<file path="config.mk">
export PLATFORM = sky130hd
export DESIGN_NAME = cdb_arbiter_flat
export DESIGN_NICKNAME = d
export VERILOG_FILES = /design/src/rtl/cdb_arbiter_pkg.sv /design/src/rtl/cdb_common_data_bus.sv /design/src/rtl/cdb_fu_fifo.sv /design/src/rtl/cdb_arbiter.sv /design/src/flat_wrapper.sv
export SDC_FILE = /design/constraint.sdc
export NUM_CORES = 1
export LEC_CHECK = 0
export CORE_ASPECT_RATIO = 1.75
export CORE_MARGIN = 2
export CORE_UTILIZATION = 55
export DETAILED_ROUTE_END_ITERATION = 16
export HOLD_SLACK_MARGIN = 0.15
export MAX_ROUTING_LAYER = met4
export PLACE_DENSITY = 0.81
export SLEW_MARGIN = 20
export SYNTH_ARGS = -nofsm -noshare
export SYNTH_HDL_FRONTEND = slang
export SYNTH_SLANG_ARGS = --single-unit
</file>
<file path="constraint.sdc">
create_clock -name clk -period 9.49 [get_ports clk]
set_clock_uncertainty 0.15 [all_clocks]
set_input_delay 1.898 -clock clk [delete_from_list [all_inputs] [get_ports clk]]
set_output_delay 1.898 -clock clk [all_outputs]
set_load 0.03 [all_outputs]
</file>
<file path="src/rtl/cdb_arbiter_pkg.sv">
// Shared core constants and the common-data-bus entry type.
// Functional-unit indices and the default bus geometry live here.
package cdb_arbiter_pkg;

  localparam int CDB_WIDTH = 31;
  localparam int CDB_ROB   = 2;
  localparam int NFU       = 3;

  localparam int FU_ALU    = 0;
  localparam int FU_BRANCH = 1;
  localparam int FU_LSU    = 2;

  typedef struct packed {
    logic [CDB_ROB:0]   rob;
    logic [CDB_WIDTH:0] result;
  } cdb_entry_t;

endpackage

</file>
<file path="src/rtl/cdb_common_data_bus.sv">
// Common data bus carrying one completed result per cycle to rename and the
// reservation stations; the arbiter is the only driver.
interface commonDataBus #(
  parameter int WIDTH = 31,
  parameter int ROB   = 2
);
  logic           validBroadcast;
  logic [ROB:0]   robEntry;
  logic [WIDTH:0] result;

  modport arbiter  (output validBroadcast, robEntry, result);
  modport consumer (input  validBroadcast, robEntry, result);
endinterface

</file>
<file path="src/rtl/cdb_fu_fifo.sv">
// Two-entry per-requester result buffer. The head is only visible after the
// entry has been written, so a result is never granted in its arrival cycle.
module cdb_fu_fifo #(
  parameter int DW = 35
) (
  input  logic          clk,
  input  logic          reset,
  input  logic          flush,
  input  logic          push,
  input  logic          pop,
  input  logic [DW-1:0] din,
  output logic          ready,
  output logic          empty,
  output logic [DW-1:0] head
);

  logic [1:0]    count;
  logic          wr_ptr;
  logic          rd_ptr;
  logic [DW-1:0] mem [2];

  assign ready = (count < 2'd2) & ~flush & ~reset;
  assign empty = (count == 2'd0);
  assign head  = mem[rd_ptr];

  always_ff @(posedge clk) begin
    if (reset || flush) begin
      count  <= 2'd0;
      wr_ptr <= 1'b0;
      rd_ptr <= 1'b0;
    end else begin
      if (push) begin
        mem[wr_ptr] <= din;
        wr_ptr      <= ~wr_ptr;
      end
      if (pop) rd_ptr <= ~rd_ptr;
      count <= count + {1'b0, push} - {1'b0, pop};
    end
  end

endmodule

</file>
<file path="src/rtl/cdb_arbiter.sv">
// Round-robin arbiter that picks one buffered functional-unit result per cycle
// and broadcasts it on the common data bus from a register.
module cdb_arbiter
  import cdb_arbiter_pkg::*;
#(
  parameter int WIDTH = CDB_WIDTH,
  parameter int ROB   = CDB_ROB,
  parameter int NFU   = cdb_arbiter_pkg::NFU
) (
  input  logic                      clk,
  input  logic                      reset,
  input  logic                      flush,
  input  logic [NFU-1:0]            fuValid,
  input  logic [NFU-1:0][WIDTH:0]   fuResult,
  input  logic [NFU-1:0][ROB:0]     fuRob,
  output logic [NFU-1:0]            fuReady,
  commonDataBus.arbiter             dataBus,
  output logic [NFU-1:0]            grant
);

  localparam int DW = ROB + WIDTH + 2;
  localparam int PW = (NFU > 1) ? $clog2(NFU) : 1;

  logic [NFU-1:0] empty;
  logic [NFU-1:0] pop;
  logic [DW-1:0]  head [NFU];
  logic [PW-1:0]  rr_ptr;
  logic [PW-1:0]  cand;
  logic [PW-1:0]  win_idx;
  logic           win_any;
  logic           valid_q;
  logic [ROB:0]   rob_q;
  logic [WIDTH:0] result_q;

  for (genvar i = 0; i < NFU; i++) begin : g_fifo
    cdb_fu_fifo #(.DW(DW)) u_fifo (
      .clk   (clk),
      .reset (reset),
      .flush (flush),
      .push  (fuValid[i] & fuReady[i]),
      .pop   (pop[i]),
      .din   ({fuRob[i], fuResult[i]}),
      .ready (fuReady[i]),
      .empty (empty[i]),
      .head  (head[i])
    );
    assign pop[i] = win_any && (win_idx == PW'(i)) && !flush;
  end

  // First non-empty buffer at or after rr_ptr, wrapping at NFU.
  always_comb begin
    win_any = 1'b0;
    win_idx = '0;
    cand    = rr_ptr;
    for (int k = 0; k < NFU; k++) begin
      if (!win_any && !empty[cand]) begin
        win_any = 1'b1;
        win_idx = cand;
      end
      cand = (cand == PW'(NFU - 1)) ? '0 : cand + 1'b1;
    end
  end

  always_ff @(posedge clk) begin
    if (reset) begin
      valid_q  <= 1'b0;
      grant    <= '0;
      rob_q    <= '0;
      result_q <= '0;
      rr_ptr   <= '0;
    end else if (flush) begin
      valid_q <= 1'b0;
      grant   <= '0;
    end else begin
      valid_q <= win_any;
      grant   <= pop;
      if (win_any) begin
        {rob_q, result_q} <= head[win_idx];
        rr_ptr            <= (win_idx == PW'(NFU - 1)) ? '0 : win_idx + 1'b1;
      end
    end
  end

  assign dataBus.validBroadcast = valid_q;
  assign dataBus.robEntry       = rob_q;
  assign dataBus.result         = result_q;

endmodule

</file>
<file path="src/flat_wrapper.sv">
// flat-port wrapper written by rule: the top's interface ports become plain ports
module cdb_arbiter_flat import cdb_arbiter_pkg::*;
#(
  parameter int WIDTH = CDB_WIDTH,
  parameter int ROB   = CDB_ROB,
  parameter int NFU   = cdb_arbiter_pkg::NFU
)
  (clk, reset, flush, fuValid, fuResult, fuRob, fuReady, grant, dataBus_validBroadcast, dataBus_robEntry, dataBus_result);
  commonDataBus #(.WIDTH(WIDTH), .ROB(ROB)) dataBus_i ();
  input  logic clk;
  input  logic reset;
  input  logic flush;
  input  logic [NFU-1:0] fuValid;
  input  logic [NFU-1:0][WIDTH:0] fuResult;
  input  logic [NFU-1:0][ROB:0] fuRob;
  output logic [NFU-1:0] fuReady;
  output logic [NFU-1:0] grant;
  output wire logic [$bits(dataBus_i.validBroadcast)-1:0] dataBus_validBroadcast;
  output wire logic [$bits(dataBus_i.robEntry)-1:0] dataBus_robEntry;
  output wire logic [$bits(dataBus_i.result)-1:0] dataBus_result;
  assign dataBus_validBroadcast = dataBus_i.validBroadcast;
  assign dataBus_robEntry = dataBus_i.robEntry;
  assign dataBus_result = dataBus_i.result;
  cdb_arbiter #(.WIDTH(WIDTH), .ROB(ROB), .NFU(NFU)) u_core (.clk(clk), .reset(reset), .flush(flush), .fuValid(fuValid), .fuResult(fuResult), .fuRob(fuRob), .fuReady(fuReady), .dataBus(dataBus_i), .grant(grant));
endmodule
</file>
==> impl_metrics.tcl <==
set metrics [dict create \
    hold_viol 0 \
    start_kind "primary input" \
    use_met1 0.237 \
    wl_per_cell_um 22.3 \
    cp_slowest_cell "clkdlybuf4s50_1" \
    critical_path_peak_fanout 39 \
    path_clk_slew_ns 0.06 \
    pin_count 153 \
    grt_max_degree 56 \
    yosysTopAreaCell "edfxtp_1" \
    path_cells "clkdlybuf4s50_1, buf_4, or2_1, buf_4, nor2_1, clkdlybuf4s50_1" \
    critPathMaxStageDelay_ns 0.60 \
    peakVddDrop_mv 0.168 \
    die_h_um 185 \
    path_delay_family "buffers and inverters" \
    initial_core_util 0.557 \
    avgViaCountPerCell 5.86 \
    ys_seq_area_frac 0.721 \
    cts-htree-levels 1 \
    synth_top_area_frac 0.612 \
    cts_setup_buffers 0 \
    insertedDiodeCount 0 \
    setup_viol 0 \
    synth_edf_count 210 \
    slew_viol_final 0 \
    syn_area_um2 10300 \
    synth_area_leaders "edfxtp_1 (61%), dfxtp_1 (11%), mux2i_1 (5.0%), mux2_2 (3.8%), a311oi_1 (1.6%)" \
    dp_slack_ns 3.25 \
    setup_tns_ns 0 \
    globalRouteMet3Util 0.0303 \
    synth_cell_type_count 44 \
    relSlewSlack 0.265 \
    cts_max_path_buffers 3 \
    cts_buffers 23 \
    clk_latency_ns 0.51 \
    netlist_instances 672 \
    ys.flop_type "edfxtp_1" \
    rsz0062_at_grt "no" \
    synth.avg_cell_area_um2 15.3 \
    grt_overflow_total 0 \
    grt_pass1_wl_um 34900 \
    first_iter_violations 407 \
    drv_cap 0 \
    post-route-util 0.686 \
    fin_crit_sh 0.657 \
    area_growth_pct 23.3 \
    core_area_um2 18500 \
    end_kind "output port" \
    synth_warnings 0 \
    power_density_nw_per_um2 192 \
    ys_seq_elements 266 \
    holdCritPathClass "flop to flop" \
    crit_buf_inv 4 \
    synth_nets 789 \
    cts_tree "done" \
    vias 6216 \
    grt_pass1_vias 6515 \
    drcViolationCount 0 \
    hold_buffers 0 \
    cts_resized 0 \
    grtUsageTotal 0.246 \
    antenna_left 0 \
    worstMarginPinSlew_ns 1.10 \
    status "completed" \
    fmax_mhz 160 \
    portBuffers 152 \
    fin_crit_ns 6.24 \
    p_leak_nw 4.16 \
    clock_sinks 266 \
    worstSetupPathType "primary input to output port" \
    finalWeightedCongestion 0.866 \
    use_met2 0.446 \
    fp-row-count 66 \
    antenna_found_initial 0 \
    drive_above_1_share 0.108 \
    nNetsFinal 924 \
    dr.pass1.iters 5 \
    cts_root_buffer "clkbuf_16" \
    critPathRequiredTime_ns 7.44 \
    dieArea_um2 19900 \
    hpwl_um 16500 \
    top_usage_layer "met2" \
    timing.final.ws_setup_ns 3.25 \
    die_width_um 107 \
    crit_arrival_ns 4.19 \
    async_flop_share 0 \
    wl_um 23600 \
]
-- layout make-up --
cell class                      count  area, µm²
Sequential cell                   266       7430
Inverter                           25       93.8
Timing Repair Buffer              161       1590
Clock inverter                      8       77.6
Clock buffer                       32        619
Tap cell                          238        298
Multi-Input combinational cell    330       2590
Fill cell                        1241       5800
-- per-layer routing --
metal,vias to the layer above,part of all wire,wire (µm)
met5,-,0,0
met4,0,0.078,1850
met3,93,0.058,1360
met2,283,0.55,12900
met1,2980,0.32,7480
li1,2860,-,-
-- final timing paths --
path                                                     start                          endpoint  slack [ns]  cells after the start
worst max-delay path                                     reset                        fuReady[1]        3.25                      6
worst min-delay path            u_core.g_fifo[0].u_fifo.rd_ptr    u_core.g_fifo[0].u_fifo.rd_ptr        0.35                      2
worst max register to register                u_core.rr_ptr[1]  u_core.g_fifo[0].u_fifo.count[1]        6.45                     10
worst min register to register  u_core.g_fifo[0].u_fifo.rd_ptr    u_core.g_fifo[0].u_fifo.rd_ptr        0.35                      2
-- sequential cells by signal (all words and copies together) (netlist names), 2 cells and up, named ones only --
| signal | count |
|---|---|
| u_core.g_fifo.u_fifo.mem | 210 |
| u_core.dataBus.robEntry | 3 |
| u_core.dataBus.result | 32 |
| u_core.g_fifo.u_fifo.wr_ptr | 3 |
| u_core.g_fifo.u_fifo.rd_ptr | 3 |
| u_core.g_fifo.u_fifo.count | 6 |
| u_core.grant | 3 |
| u_core.rr_ptr | 2 |
-- worst reg2reg max path: cells and delay by family (launching register included) --
kind	cells	cell delay [ns]
flops	1	0.42
xor+xnor	2	0.36
fa+ha+maj	2	0.39
compound gates	2	1.15
buf+inv	2	0.21
simple gates	2	0.27
-- kinds of logic (layout without fill, tap and decap cells) --
family	Yosys count	after routing	synth area share
buffers and inverters	76	226	0.0313
muxes	86	86	0.0878
and+or+nand+nor	119	119	0.0617
xor gates and xnor gates	10	10	0.00850
AOI/OAI and AO/OA	109	109	0.0825
DFF	266	266	0.721
adders and majority gates	6	6	0.00729
-- stage by stage --
| stage | hold slack, ns | std cells | total power, mW | area (µm²) |
|---|---|---|---|---|
| floorplan | 0.303 | 672 | 1.46 | 10300 |
| finish | 0.348 | 1060 | 2.44 | 12700 |
| detailed placement | 0.342 | 1020 | 1.59 | 12000 |
| CTS | 0.348 | 1060 | 2.45 | 12700 |
| global route | 0.378 | 1060 | 2.51 | 12700 |
| global placement | 0.305 | 1020 | 1.58 | 12000 |
-- report_power, final --
group          switching, mW  internal (mW)  total, mW
clock                  0.387          0.485      0.873
sequential            0.0254           1.30       1.32
combinational          0.132          0.110      0.242
-- cell usage after synthesis, types with 3 or more instances --
master / instances
a21oi_1: 23
buf_2: 15
and3_1: 3
nor2_1: 36
mux2i_1: 51
mux2_2: 35
buf_1: 4
nand2_1: 3
xor2_1: 3
buf_4: 3
xnor2_1: 7
dfxtp_1: 56
nor2b_1: 7
ha_1: 6
and2_1: 6
clkbuf_1: 28
nor4_1: 20
nor3_1: 17
a211o_1: 16
a311oi_1: 19
o2111ai_1: 19
nand2b_1: 19
o32ai_1: 16
o21ai_0: 4
inv_1: 25
edfxtp_1: 210
-- cell usage in the layout, fill, tap and decap left out, types with 8 or more instances in the layout --
cell and instances:
inv_1 25, a211o_1 16, buf_4 9, mux2i_1 51
nor3_1 17, o2111ai_1 19, o32ai_1 16, clkbuf_16 23
nand2b_1 19, dfxtp_1 53, a311oi_1 19, clkdlybuf4s50_1 152
a21oi_1 23, nor2_1 36, edfxtp_1 210, mux2_2 35
nor4_1 20, clkbuf_1 8
Power figures use the tool's default switching activity.
